==> src/rtl/gpio_mul_pkg.sv <==
// gpio_mul_pkg: shared constants for the GPIO-bus multiply coprocessor.
// Holds register addresses, status encodings and the FSM state type.
package gpio_mul_pkg;

   localparam logic [15:0] ADDR_A1   = 16'h037F;
   localparam logic [15:0] ADDR_A2   = 16'h0388;
   localparam logic [15:0] ADDR_W    = 16'h0390;
   localparam logic [15:0] ADDR_L    = 16'h0398;
   localparam logic [15:0] ADDR_CTRL = 16'h03A0;

   localparam logic [1:0] ST_IDLE = 2'b11;
   localparam logic [1:0] ST_BUSY = 2'b10;
   localparam logic [1:0] ST_OK   = 2'b00;
   localparam logic [1:0] ST_OVF  = 2'b01;

   typedef enum logic [1:0] {
      IDLE,
      MUL,
      CNT,
      DONE
   } state_e;

endpackage

==> src/rtl/mul_shift_add.sv <==
// mul_shift_add: iterative shift-add multiplier, one multiplier bit per
// cycle, LSB first. start loads a/b; busy for DATA_W cycles; done marks
// the last active cycle; prod is the full 2*DATA_W product, held after.
module mul_shift_add #(
   parameter int DATA_W = 24
) (
   input  logic                clk,
   input  logic                n_reset,
   input  logic                start,
   input  logic [DATA_W-1:0]   a,
   input  logic [DATA_W-1:0]   b,
   output logic                busy,
   output logic                done,
   output logic [2*DATA_W-1:0] prod
);

   localparam int PW = 2 * DATA_W;
   localparam int CW = $clog2(DATA_W + 1);

   logic [PW-1:0]     mcand_q, mcand_d;
   logic [PW-1:0]     acc_q, acc_d;
   logic [DATA_W-1:0] mplier_q, mplier_d;
   logic [CW-1:0]     cnt_q, cnt_d;
   logic              busy_q, busy_d;
   logic              last;

   assign last = (cnt_q == CW'(DATA_W - 1));
   assign busy = busy_q;
   assign done = busy_q & last;
   assign prod = acc_q;

   always_comb begin
      mcand_d  = mcand_q;
      acc_d    = acc_q;
      mplier_d = mplier_q;
      cnt_d    = cnt_q;
      busy_d   = busy_q;
      if (start) begin
         mcand_d  = PW'(a);
         mplier_d = b;
         acc_d    = '0;
         cnt_d    = '0;
         busy_d   = 1'b1;
      end else if (busy_q) begin
         if (mplier_q[0]) acc_d = acc_q + mcand_q;
         mcand_d  = mcand_q << 1;
         mplier_d = mplier_q >> 1;
         cnt_d    = cnt_q + CW'(1);
         if (last) busy_d = 1'b0;
      end
   end

   always_ff @(posedge clk or negedge n_reset) begin
      if (!n_reset) begin
         mcand_q  <= '0;
         acc_q    <= '0;
         mplier_q <= '0;
         cnt_q    <= '0;
         busy_q   <= 1'b0;
      end else begin
         mcand_q  <= mcand_d;
         acc_q    <= acc_d;
         mplier_q <= mplier_d;
         cnt_q    <= cnt_d;
         busy_q   <= busy_d;
      end
   end

endmodule

==> src/rtl/gpio_mul_unit.sv <==
// gpio_mul_unit: bus-mapped multiply + popcount coprocessor.
// Ports: clk/n_reset; bus saddress,srd,swr,sdata_in,sdata_out;
// gpio_in+gpio_latch -> gpio_in_s_insp; gpio_out = completed-op count.
module gpio_mul_unit
   import gpio_mul_pkg::*;
#(
   parameter int DATA_W = 24,
   parameter int RES_W  = 32,
   parameter int CNT_W  = 16
) (
   input  logic        clk,
   input  logic        n_reset,
   input  logic [15:0] saddress,
   input  logic        srd,
   input  logic        swr,
   input  logic [31:0] sdata_in,
   output logic [31:0] sdata_out,
   input  logic [31:0] gpio_in,
   input  logic        gpio_latch,
   output logic [31:0] gpio_in_s_insp,
   output logic [31:0] gpio_out
);

   localparam int PW = 2 * DATA_W;
   localparam int LW = $clog2(RES_W + 1);

   state_e            state_q, state_d;
   logic [1:0]        b_q, b_d;
   logic [DATA_W-1:0] a1_q, a1_d, a2_q, a2_d;
   logic [RES_W-1:0]  w_q, w_d;
   logic [LW-1:0]     l_q, l_d, pop_q, pop_d, idx_q, idx_d;
   logic [CNT_W-1:0]  ops_q, ops_d;
   logic [31:0]       sdo_q, sdo_d, insp_q, insp_d;
   logic              srd_q, srd_d, srd_p_q, srd_p_d;
   logic              swr_q, swr_d, swr_p_q, swr_p_d;
   logic              lat_q, lat_d, lat_p_q, lat_p_d;

   logic              rd_acc, wr_acc, lat_acc, busy;
   logic              mul_start, mul_busy, mul_done;
   logic [PW-1:0]     prod;
   logic [RES_W-1:0]  res, res_sh;
   logic              ovf, cur_bit;
   logic              unused_sdata;

   assign rd_acc  = srd_q & ~srd_p_q;
   assign wr_acc  = swr_q & ~swr_p_q;
   assign lat_acc = lat_q & ~lat_p_q;
   assign busy    = (state_q != IDLE);

   // Popcount walks the held product; upper bits only feed overflow.
   assign res     = prod[RES_W-1:0];
   assign res_sh  = res >> idx_q;
   assign cur_bit = res_sh[0];
   assign ovf     = |(prod >> RES_W);

   assign unused_sdata = ^sdata_in;

   assign sdata_out      = sdo_q;
   assign gpio_in_s_insp = insp_q;
   assign gpio_out       = 32'(ops_q);

   mul_shift_add #(
      .DATA_W(DATA_W)
   ) u_mul (
      .clk    (clk),
      .n_reset(n_reset),
      .start  (mul_start),
      .a      (a1_q),
      .b      (a2_q),
      .busy   (mul_busy),
      .done   (mul_done),
      .prod   (prod)
   );

   always_comb begin
      state_d   = state_q;
      b_d       = b_q;
      a1_d      = a1_q;
      a2_d      = a2_q;
      w_d       = w_q;
      l_d       = l_q;
      pop_d     = pop_q;
      idx_d     = idx_q;
      ops_d     = ops_q;
      sdo_d     = sdo_q;
      insp_d    = insp_q;
      srd_d     = srd;
      srd_p_d   = srd_q;
      swr_d     = swr;
      swr_p_d   = swr_q;
      lat_d     = gpio_latch;
      lat_p_d   = lat_q;
      mul_start = 1'b0;

      if (lat_acc) insp_d = gpio_in;

      // Visible W/L only change in DONE, so busy reads see the last result.
      if (rd_acc) begin
         unique case (1'b1)
            saddress == ADDR_A1:   sdo_d = 32'(a1_q);
            saddress == ADDR_A2:   sdo_d = 32'(a2_q);
            saddress == ADDR_W:    sdo_d = 32'(w_q);
            saddress == ADDR_L:    sdo_d = 32'(l_q);
            saddress == ADDR_CTRL: sdo_d = {30'b0, b_q};
            default:               sdo_d = '0;
         endcase
      end

      if (wr_acc && !busy) begin
         if (saddress == ADDR_A1) a1_d = sdata_in[DATA_W-1:0];
         if (saddress == ADDR_A2) a2_d = sdata_in[DATA_W-1:0];
      end

      unique case (state_q)
         IDLE: begin
            if (wr_acc && saddress == ADDR_CTRL) begin
               mul_start = 1'b1;
               b_d       = ST_BUSY;
               state_d   = MUL;
            end
         end
         MUL: begin
            if (mul_busy && mul_done) begin
               idx_d   = '0;
               pop_d   = '0;
               state_d = CNT;
            end
         end
         CNT: begin
            pop_d = pop_q + LW'(cur_bit);
            if (idx_q == LW'(RES_W - 1)) state_d = DONE;
            else idx_d = idx_q + LW'(1);
         end
         DONE: begin
            w_d     = res;
            l_d     = pop_q;
            b_d     = ovf ? ST_OVF : ST_OK;
            ops_d   = ops_q + CNT_W'(1);
            state_d = IDLE;
         end
      endcase
   end

   always_ff @(posedge clk or negedge n_reset) begin
      if (!n_reset) begin
         state_q <= IDLE;
         b_q     <= ST_IDLE;
         a1_q    <= '0;
         a2_q    <= '0;
         w_q     <= '0;
         l_q     <= '0;
         pop_q   <= '0;
         idx_q   <= '0;
         ops_q   <= '0;
         sdo_q   <= '0;
         insp_q  <= '0;
         srd_q   <= 1'b0;
         srd_p_q <= 1'b0;
         swr_q   <= 1'b0;
         swr_p_q <= 1'b0;
         lat_q   <= 1'b0;
         lat_p_q <= 1'b0;
      end else begin
         state_q <= state_d;
         b_q     <= b_d;
         a1_q    <= a1_d;
         a2_q    <= a2_d;
         w_q     <= w_d;
         l_q     <= l_d;
         pop_q   <= pop_d;
         idx_q   <= idx_d;
         ops_q   <= ops_d;
         sdo_q   <= sdo_d;
         insp_q  <= insp_d;
         srd_q   <= srd_d;
         srd_p_q <= srd_p_d;
         swr_q   <= swr_d;
         swr_p_q <= swr_p_d;
         lat_q   <= lat_d;
         lat_p_q <= lat_p_d;
      end
   end

endmodule
==> config.mk <==
export PLATFORM = sky130hd
export DESIGN_NAME = gpio_mul_unit
export DESIGN_NICKNAME = d
export VERILOG_FILES = /design/src/rtl/gpio_mul_pkg.sv /design/src/rtl/mul_shift_add.sv /design/src/rtl/gpio_mul_unit.sv
export SDC_FILE = /design/constraint.sdc
export NUM_CORES = 1
export LEC_CHECK = 0
export ABC_CLOCK_PERIOD_IN_PS = 3660
export BUFFER_PORTS_ARGS = -buffer_cell sky130_fd_sc_hd__clkbuf_2
export CAP_MARGIN = 20
export CORE_MARGIN = 1.5
export CORE_UTILIZATION = 50
export CTS_CLUSTER_DIAMETER = 50
export DETAILED_ROUTE_END_ITERATION = 6
export PLACE_DENSITY_LB_ADDON = 0.25
export SYNTH_ARGS = -nofsm -noshare
export SYNTH_HDL_FRONTEND = slang
export SYNTH_SLANG_ARGS = --single-unit
==> constraint.sdc <==
create_clock -name clk -period 3.66 [get_ports clk]
set_clock_uncertainty 0.05 [all_clocks]
set_input_delay 0.915 -clock clk [delete_from_list [all_inputs] [get_ports clk]]
set_output_delay 0.915 -clock clk [all_outputs]
set_load 0.01 [all_outputs]
==> results.yml, run 1 <==
worst_setup_path:
  timing.critical_path.arrival_ps: 3800
  criticalPathCategory: "reg2reg"
  critical_path_buf_inv_count: 1
  worst_path_top_cell_family_by_delay: "compound AO/OA/AOI/OAI gates"
  critical_path.max_fanout: 4
  critical_path.startpoint_type: "register"
  critical_path.cell_chain: "ha_1, inv_1, fa_1, nor2b_1, o2111ai_1, a211oi_2, o21ai_0, nand4_1, a31oi_1, nor3_1, mux2i_1, a211o_1"
  rrSetupSlack_ps: 220
  r2r_start: "u_mul.prod[0]"
  worst_setup_path_end_kind: "register"
  worst-endpoint-required_ps: 4020
  cpMaxStageDelayCell: "dfrtp_1"
  r2r_end: "u_mul.prod[46]"
  worst-r2r-cell-count: 12
  worst_path_largest_cell_delay_ps: 420
route:
  router_iterations_before_antenna_repair: 6
  detail_route.iter0.violations: 880
  route.detailed.drc: 0
  drt_antenna_net_count: 0
  postRouteWirelength_mm: 38.6
  detailroute.via_count: 12400
  vias_per_cell: 5.90
  post_drt_wl_per_cell_um: 18.4
job:
  max-cap-violations: 0
placed_design:
  cells_after_dpl: 2028
  port_buffers: 156
  dpl.hpwl_mm: 26.2
  finalWeightedCongestion: 0.900
synthesis:
  synth_top_flop_cell: "dfrtp_1"
  post_synth_xor_area_fraction_pct: 2.56
  yosysWarnings: 0
  number_of_flip_flops_and_latches_in_the_synthesized_netlist: 314
  sequential_area_share_after_synthesis_pct: 48.8
  mappedNetlistArea_um2: 16100
  area_share_of_fa_ha_maj_cells_after_synthesis_pct: 4.55
  synth_simple_gate_area_share_pct: 12.3
  synth_async_sr_flop_share_pct: 100
  synth_mux_area_share_pct: 15.0
  syn-instance-count: 1519
  postSynthAreaPerCell_um2: 10.6
  synth_compound_gate_area_share_pct: 13.5
  number_of_enable_flip_flop_cells_after_synthesis: 0
  yosysUniqueCellTypes: 71
  main_combinational_cell_family_by_area_after_synthesis: "multiplexers"
pwr:
  vdd_ir_drop_max_uv: 390
  power.combinational.fraction_pct: 31.1
  power.switching_mw: 4.14
  p_int_mw: 8.05
  seq_power_share_pct: 37.6
  p_leak_nw: 8.93
  power.share.clock_pct: 31.4
  power.density_cell_area_nw_per_um2: 654
  total_power_mw: 12.2
  switching_share_pct: 34.0
global_route:
  grt_start_max_net_pins: 80
  initial_antenna_violation_count: 0
  grtUsageMet3_pct: 3.91
  grt.overflow.total: 0
  globalRouteMet1Util_pct: 32.3
  grt_pass1_vias: 12300
  gr-usage-all-layers_pct: 23.5
  grt_pass1_wl_mm: 63.5
  globalRouteMet2Util_pct: 38.3
  busiest_layer: "met2"
layout:
  final.fill_count: 2598
  post_route_cells_drive_above_1_share_pct: 23.7
  finalNonFillerCells: 2096
  total_area_of_multi_input_combinational_cells_um2: 7830
  postLayoutCoreUtil_pct: 59.0
  antenna_cells_inserted: 0
  number_of_nets_in_the_finished_design: 1809
  register_cell_area_after_layout_um2: 7860
  areaGrowthSynthToFinish_pct: 15.8
clocking:
  post_cts_resized: 0
  cts.sink_count: 314
  clock_insertion_delay_worst_skew_ps: 520
  cts_inserted_buffers: 38
  path_clk_slew_ps: 60
  cts_root_buffer: "clkbuf_16"
  clock_tree.htree_level_count: 2
  clock_tree.buffer_depth: 3
  post-cts-setup-buffer-count: 0
  post_cts_hold_buffer_count: 0
  tritoncts_clock_tree: "yes"
floorplan:
  die_width_um: 182
  die-area_um2: 33300
  fp.coreArea_um2: 31600
  start_util_pct: 50.9
  vertical_extent_of_the_die_um: 182
  boundaryPins: 181
  rows: 65
sta:
  fmax_mhz: 291
  timing.setup.tns_ps: 0
  fin_crit_sh_pct: 93.9
  final_max_slew_viol_count: 0
  slew_hr_pct: 38.7
  report.final.setup_viol: 0
  fin_hold_ws_ps: 277
  timing_worst_slew_pin_value_ps: 919
  timing.final.hold_violations: 0
  finalWorstPathRequiredPeriod_ps: 3440
  grt_setup_unrepaired: "no"
worst_hold_path:
  min-delay-path-class: "in2async"
status:
  status: "completed"
[through the flow]
step,setup slack [ps],cell area (µm²)
final,223,18700
after detailed placement,132,17400
after global routing,38.5,18700
after floorplan,574,16200
after global placement,213,17400
after CTS,259,18700
[cells in the mapped netlist, drive strengths merged (3+ instances only)]
cell / count / area share (%)
dfrtp: 312 / 48
nand2: 148 / 3.4
nor2: 126 / 3.0
a21oi: 125 / 3.9
mux2: 122 / 8.5
o21ai: 87 / 2.7
mux2i: 82 / 5.1
clkbuf: 57 / 1.3
ha: 57 / 4.4
buf: 40 / 1.5
xnor2: 31 / 1.7
a21o: 30 / 1.4
nand3: 26 / 0.81
nor3: 21 / 0.68
a222oi: 20 / 1.2
and3: 19 / 0.74
inv: 19 / 0.44
nand4: 19 / 0.74
xor2: 16 / 0.87
a211oi: 11 / 0.54
a31oi: 11 / 0.43
mux4: 10 / 1.4
o21bai: 10 / 0.47
or3: 9 / 0.38
a22o: 8 / 0.44
nor4: 8 / 0.31
and2: 7 / 0.27
nor2b: 7 / 0.27
a221oi: 6 / 0.33
nand2b: 6 / 0.23
o31ai: 6 / 0.28
nand3b: 5 / 0.23
nor3b: 5 / 0.23
o21a: 5 / 0.23
nand4b: 4 / 0.26
nor4b: 4 / 0.35
or4: 4 / 0.19
a211o: 3 / 0.16
a32o: 3 / 0.19
a41oi: 3 / 0.16
[placed cells by master (no fill, tap or decap), types with 6 or more instances in the layout]
| cell | count |
|---|---|
| dfrtp_1 | 311 |
| clkbuf_2 | 155 |
| nand2_1 | 148 |
| a21oi_1 | 125 |
| nor2_1 | 124 |
| mux2_2 | 122 |
| o21ai_0 | 85 |
| mux2i_1 | 82 |
| ha_1 | 56 |
| clkbuf_16 | 39 |
| xnor2_1 | 31 |
| a21o_1 | 30 |
| buf_4 | 28 |
| nand3_1 | 26 |
| a222oi_1 | 20 |
| inv_1 | 19 |
| nand4_1 | 19 |
| nor3_1 | 19 |
| and3_1 | 19 |
| xor2_1 | 16 |
| conb_1 | 16 |
| a31oi_1 | 11 |
| mux4_2 | 10 |
| o21bai_1 | 10 |
| a211oi_1 | 10 |
| or3_1 | 8 |
| a22o_1 | 8 |
| nor4_1 | 7 |
| and2_1 | 7 |
| a221oi_1 | 6 |
| nor2b_1 | 6 |
| o31ai_1 | 6 |
| clkbuf_1 | 6 |
[worst max-delay path by stage]
stage / endpoint / startpoint / slack [ps] / cells after the start
6_report: u_mul.prod[46] / u_mul.prod[0] / 220 / 12
5_1_grt: u_mul.prod[46] / u_mul.prod[0] / 40 / 12
4_1_cts: u_mul.prod[46] / u_mul.prod[0] / 260 / 12
3_5_place_dp: sdata_out[21] / saddress[13] / 130 / 9
3_3_place_gp: u_mul.prod[47] / saddress[13] / 210 / 10
2_1_floorplan: state_q[1] / saddress[2] / 570 / 8
[worst reg2reg max path: cells and delay by family, from the launching register on]
| kind | cells | cell delay, ps |
|---|---|---|
| buffers and inverters | 1 | 60 |
| multiplexers | 1 | 110 |
| flip-flops | 1 | 420 |
| AO/OA/AOI/OAI | 5 | 1380 |
| AND/OR/NAND/NOR | 3 | 710 |
| adder cells (fa/ha/maj) | 2 | 600 |
[sequential cells by signal (all words and copies together), names as in the netlist, 2 cells and up]
signal / cells
sdata_out: 32
b_q: 2
gpio_in_s_insp: 32
state_q: 2
u_mul.prod: 48
ops_q: 16
l_q: 6
u_mul.cnt_q: 5
u_mul.mplier_q: 24
a1_q: 24
pop_q: 6
idx_q: 6
w_q: 32
u_mul.mcand_q: 48
a2_q: 24
[layer usage]
metal	wire, µm	part of all wire [%]	vias to the layer above
met1	17500	45	6109
met2	18100	47	390
li1	-	-	5810
met3	2180	5.6	66
met5	0	0	-
met4	872	2.3	0
[layout make-up]
| class | count | area share [%] |
|---|---|---|
| clock buffers | 50 | 5.72 |
| flip-flops and latches | 314 | 42.2 |
| multi-input cells | 1104 | 42.0 |
| repair buffers | 189 | 5.90 |
| clock inverters | 18 | 1.17 |
| inverters | 19 | 0.382 |
| well taps | 402 | 2.70 |
[kinds of logic (layout without fill, tap and decap cells)]
logic type,count (synthesis),count (layout)
compound gates,347,347
fa+ha+maj,58,58
xor+xnor,47,47
mux,214,214
buf+inv,116,276
other cells,1,16
simple gates,422,422
flops,314,314
[power by group through the flow]
stage	clock, mW	sequential, mW	combinational (mW)
after floorplan	0	4.41	2.87
after CTS	3.90	4.58	3.76
final	3.82	4.58	3.79
after global placement	0	4.61	3.66
after detailed placement	0	4.64	3.73
after global routing	4.04	4.65	4.19
Note: power is estimated with default switching activity, not from simulation.
==> run 2, diff against run 1 <==
ABC_CLOCK_PERIOD_IN_PS = 4300   (was 3660)
clock period = 4.3 ns   (was 3.66 ns; I/O delays follow)
==> run 2 against run 1 <==
Die area stayed put. Setup slack better by 460 ps. Combinational power is 17% lower. Via count is 1.0% lower. Flip-flop and latch count stayed put. Critical endpoint is now u_mul.prod[44].
==> results.yml, run 2 (synthesis results as in run 1) <==
floorplan:
  vertical_extent_of_the_die_um: 182
  fp.coreArea_um2: 31600
  start_util_pct: 50.9
  die_width_um: 182
  rows: 65
  boundaryPins: 181
  die-area_um2: 33300
layout:
  antenna_cells_inserted: 0
  areaGrowthSynthToFinish_pct: 15.8
  final_cell_area_um2: 18700
  layout_common_cells: "dfrtp_1, clkbuf_2, nand2_1"
  postLayoutCoreUtil_pct: 59.0
  number_of_nets_in_the_finished_design: 1804
  final.fill_count: 2660
  most_frequent_standard_cell_in_the_layout_excluding_fill_and_tap_cells: "dfrtp_1"
  post_route_cells_drive_above_1_share_pct: 23.7
  finalNonFillerCells: 2093
placed_design:
  finalWeightedCongestion: 0.887
  place_ws_ps: 545
  cells_after_dpl: 2021
  port_buffers: 156
  dpl.hpwl_mm: 26.2
  placed_area_um2: 17300
pwr:
  seq_power_share_pct: 37.7
  power.share.clock_pct: 32.1
  p_leak_nw: 8.93
  switching_share_pct: 34.2
  power.density_cell_area_nw_per_um2: 558
  power.combinational.fraction_pct: 30.2
  p_int_mw: 6.86
  power.switching_mw: 3.56
  vdd_ir_drop_max_uv: 311
route:
  detailroute.via_count: 12200
  post_drt_wl_per_cell_um: 18.4
  drt_antenna_net_count: 0
  route.detailed.drc: 0
  router_iterations_before_antenna_repair: 6
  detail_route.iter0.violations: 855
  vias_per_cell: 5.85
  postRouteWirelength_mm: 38.4
clocking:
  clock_tree.htree_level_count: 2
  clock_tree.buffer_depth: 3
  post_cts_hold_buffer_count: 0
  tritoncts_clock_tree: "yes"
  cts_inserted_buffers: 40
  cts_root_buffer: "clkbuf_16"
  clock_insertion_delay_worst_skew_ps: 530
  post_cts_resized: 0
  post-cts-setup-buffer-count: 0
  path_clk_slew_ps: 60
  cts.sink_count: 314
global_route:
  grt_pass1_wl_mm: 63.4
  grt_pass1_vias: 12200
  grt_start_max_net_pins: 90
  grt.overflow.total: 0
  initial_antenna_violation_count: 0
  gr-usage-all-layers_pct: 23.4
worst_setup_path:
  timing.critical_path.arrival_ps: 4010
  criticalPathCategory: "reg2reg"
  worst_setup_path_end_kind: "register"
  critical_path.startpoint_type: "register"
  critical_path.max_fanout: 4
  worst-endpoint-required_ps: 4690
sta:
  worst_slack_ps: 682
  timing.final.hold_violations: 0
  fmax_mhz: 276
  timing_worst_slew_pin_value_ps: 753
  report.final.setup_viol: 0
  final_max_slew_viol_count: 0
  grt_setup_unrepaired: "no"
  timing.setup.tns_ps: 0
  finalWorstPathRequiredPeriod_ps: 3620
  fin_crit_sh_pct: 84.1
  slew_hr_pct: 49.8
worst_hold_path:
  min-delay-path-class: "reg2reg"
status:
  status: "completed"
job:
  max-cap-violations: 0
==> run 2: cell count changes in the layout (fill, tap and decap cells not counted), sizes merged <==
| cell | before | now |
|---|---|---|
| clkbuf | 205 | 209 |
| buf | 34 | 27 |
| clkinv | 7 | 5 |
| inv | 22 | 26 |
| bufinv | 4 | 2 |
==> run 2: worst max-delay path: stages (launching register included) <==
cell and delay (ps):
dfrtp_1 410, ha_1 230, inv_1 70, fa_1 380, nor2b_1 200, o2111ai_1 210
a211oi_2 380, o21a_1 220, nor4_1 90, o41ai_1 690, o21ai_0 270, xor2_1 190
a21oi_1 170
==> run 2: layout make-up <==
| cell class | count | area [µm²] | share of cell area, % |
|---|---|---|---|
| Clock inverter | 18 | 186 | 0.999 |
| Timing Repair Buffer | 182 | 1050 | 5.62 |
| Clock buffer | 54 | 1150 | 6.19 |
| Inverter | 19 | 71.3 | 0.382 |
| Tap cell | 402 | 503 | 2.70 |
| Multi-Input combinational cell | 1104 | 7830 | 42.0 |
| Sequential cell | 314 | 7860 | 42.2 |
==> run 2: metal layers <==
metal	part of all wire [%]	GRT usage [%]	up-vias
met5	0	0	-
met4	1.3	5.49	0
met3	5.2	3.39	42
met2	48	39.5	354
met1	45	32.0	6056
li1	-	-	5794
==> run 2: final timing paths <==
kind / start / to / slack (ps) / depth (start not counted)
min reg2reg: lat_p_d / lat_p_q / 320 / 0
min in group asynchronous: n_reset / ops_q[14] / 530 / 1
max in group asynchronous: n_reset / pop_q[5] / 2850 / 2
min: lat_p_d / lat_p_q / 320 / 0
max reg2reg: u_mul.prod[0] / u_mul.prod[44] / 680 / 12
max: u_mul.prod[0] / u_mul.prod[44] / 680 / 12
==> run 2: metrics by stage <==
step                power, mW  hold slack [ps]
floorplan                6.20              297
global placement         7.00              309
detailed placement       7.08              309
CTS                      10.5              325
global route             11.0              333
finish                   10.4              322
==> run 2: power groups by stage <==
stage	logic [mW]	clock network (mW)	registers, mW
final	3.15	3.34	3.93
after global placement	3.04	0	3.95
after floorplan	2.45	0	3.76
after global routing	3.49	3.53	3.99
after detailed placement	3.11	0	3.97
after CTS	3.14	3.40	3.92
==> run 3, diff against run 2 <==
ABC_CLOCK_PERIOD_IN_PS = 3100   (was 4300)
clock period = 3.1 ns   (was 4.3 ns; I/O delays follow)
==> run 3 against run 2 <==
Power is 41% higher. Register-to-register slack worse by 560 ps. Via count is 3.0% higher. Flip-flop and latch count stayed put. Cell count is 4.1% higher. Clock power is 35% higher. Worst hold slack worse by 110 ps. Count of clock-buffer cells in the layout is 4 lower. Global-route usage is 0.75 points higher. Cell area is 4.1% higher. Sequential power is 36% higher. Wire length is 3.4% higher. Critical path type unchanged.
==> results.yml, run 3 (synthesis results as in run 1) <==
status:
  status: "completed"
layout:
  number_of_nets_in_the_finished_design: 1887
  layout_common_cells: "dfrtp_1, clkbuf_2, nand2_1"
  postLayoutCoreUtil_pct: 61.4
  areaGrowthSynthToFinish_pct: 20.6
  final_cell_area_um2: 19400
  post_route_cells_drive_above_1_share_pct: 27.8
  finalNonFillerCells: 2178
  total_area_of_multi_input_combinational_cells_um2: 7880
  register_cell_area_after_layout_um2: 7860
  most_frequent_standard_cell_in_the_layout_excluding_fill_and_tap_cells: "dfrtp_1"
  final.fill_count: 2592
worst_setup_path:
  criticalPathCategory: "reg2reg"
  critical_path.max_fanout: 3
  timing.critical_path.arrival_ps: 3380
  r2r_end: "u_mul.prod[44]"
  worst-r2r-cell-count: 14
  worst_setup_path_end_kind: "register"
  r2r_start: "u_mul.mcand_q[0]"
  worst-endpoint-required_ps: 3500
  critical_path.startpoint_type: "register"
  rrSetupSlack_ps: 120
floorplan:
  die-area_um2: 33300
  fp.coreArea_um2: 31600
  boundaryPins: 181
  start_util_pct: 50.9
  rows: 65
  vertical_extent_of_the_die_um: 182
  die_width_um: 182
sta:
  worst_slack_ps: 120
  timing.setup.tns_ps: 0
  fin_crit_sh_pct: 96.1
  report.final.setup_viol: 0
  fmax_mhz: 336
  timing_worst_slew_pin_value_ps: 849
  finalWorstPathRequiredPeriod_ps: 2980
  grt_setup_unrepaired: "yes"
  timing.final.hold_violations: 0
  slew_hr_pct: 43.4
  final_max_slew_viol_count: 0
  fin_hold_ws_ps: 216
route:
  vias_per_cell: 5.79
  router_iterations_before_antenna_repair: 5
  detail_route.iter0.violations: 1038
  route.detailed.drc: 0
  post_drt_wl_per_cell_um: 18.2
  postRouteWirelength_mm: 39.7
  detailroute.via_count: 12600
  drt_antenna_net_count: 0
clocking:
  post_cts_hold_buffer_count: 0
  tritoncts_clock_tree: "yes"
  clock_tree.htree_level_count: 2
  cts.sink_count: 314
  cts_inserted_buffers: 39
  cts_root_buffer: "clkbuf_16"
  clock_tree.buffer_depth: 3
  clock_insertion_delay_worst_skew_ps: 540
  path_clk_slew_ps: 60
placed_design:
  dpl.hpwl_mm: 28.2
  cells_after_dpl: 2100
  place_ws_ps: -51.2
  placed_area_um2: 18000
  finalWeightedCongestion: 0.908
  port_buffers: 156
global_route:
  grt.overflow.total: 0
  grt_pass1_vias: 12500
  grt_pass1_wl_mm: 65.2
  grt_start_max_net_pins: 80
  gr-usage-all-layers_pct: 24.2
  initial_antenna_violation_count: 1
pwr:
  total_power_mw: 14.6
  power.density_cell_area_nw_per_um2: 754
  vdd_ir_drop_max_uv: 512
  p_leak_nw: 9.38
worst_hold_path:
  min-delay-path-class: "in2async"
job:
  max-cap-violations: 0
run 3: report_power, final:
part | internal, mW | leakage [nW] | switching, mW
registers | 4.74 | 4.06 | 0.594
logic | 2.17 | 4.69 | 2.64
clock network | 2.70 | 0.639 | 1.82
total | 9.60 | 9.38 | 5.05
run 3: worst max path at each step:
stage	to	cells after the start	slack (ps)	start
floorplan	pop_q[4]	11	90	idx_q[0]
global placement	u_mul.prod[11]	10	-30	saddress[2]
detailed placement	u_mul.prod[11]	10	-50	saddress[2]
CTS	u_mul.prod[44]	14	0.4	u_mul.mcand_q[0]
global route	u_mul.prod[19]	10	-20	u_mul.mcand_q[3]
finish	u_mul.prod[44]	14	120	u_mul.mcand_q[0]
run 3: layout make-up:
type / count / share of cell area [%]
clock buffers: 50 / 5.61
inverters: 19 / 0.367
clock inverters: 22 / 1.13
well taps: 402 / 2.59
diodes: 1 / 0.0129
multi-input cells: 1104 / 40.6
flip-flops and latches: 314 / 40.5
repair buffers: 266 / 9.23
run 3: critical path, cell delays in order (launching register included):
cell,delay (ps)
dfrtp_1,350
ha_1,170
inv_1,60
fa_2,370
nor2b_4,130
o2111ai_2,160
a211oi_2,290
buf_4,160
o21a_1,180
nor4_2,80
o41ai_2,310
buf_4,180
o21ai_0,90
xor2_1,150
a21oi_1,150
run 3: per-layer routing:
metal / GRT usage, % / routed length [µm] / vias up
li1: - / - / 5962
met1: 34.1 / 18100 / 6191
met2: 39.5 / 18600 / 406
met3: 2.97 / 2220 / 56
met4: 6.51 / 772 / 0
met5: 0 / 0 / -
run 3: timing repair:
action,in CTS,in global routing
buffers inserted,5,0
pin swaps,4,5
setup endpoints to repair,2,11
gates cloned,0,0
resized for setup,3,8
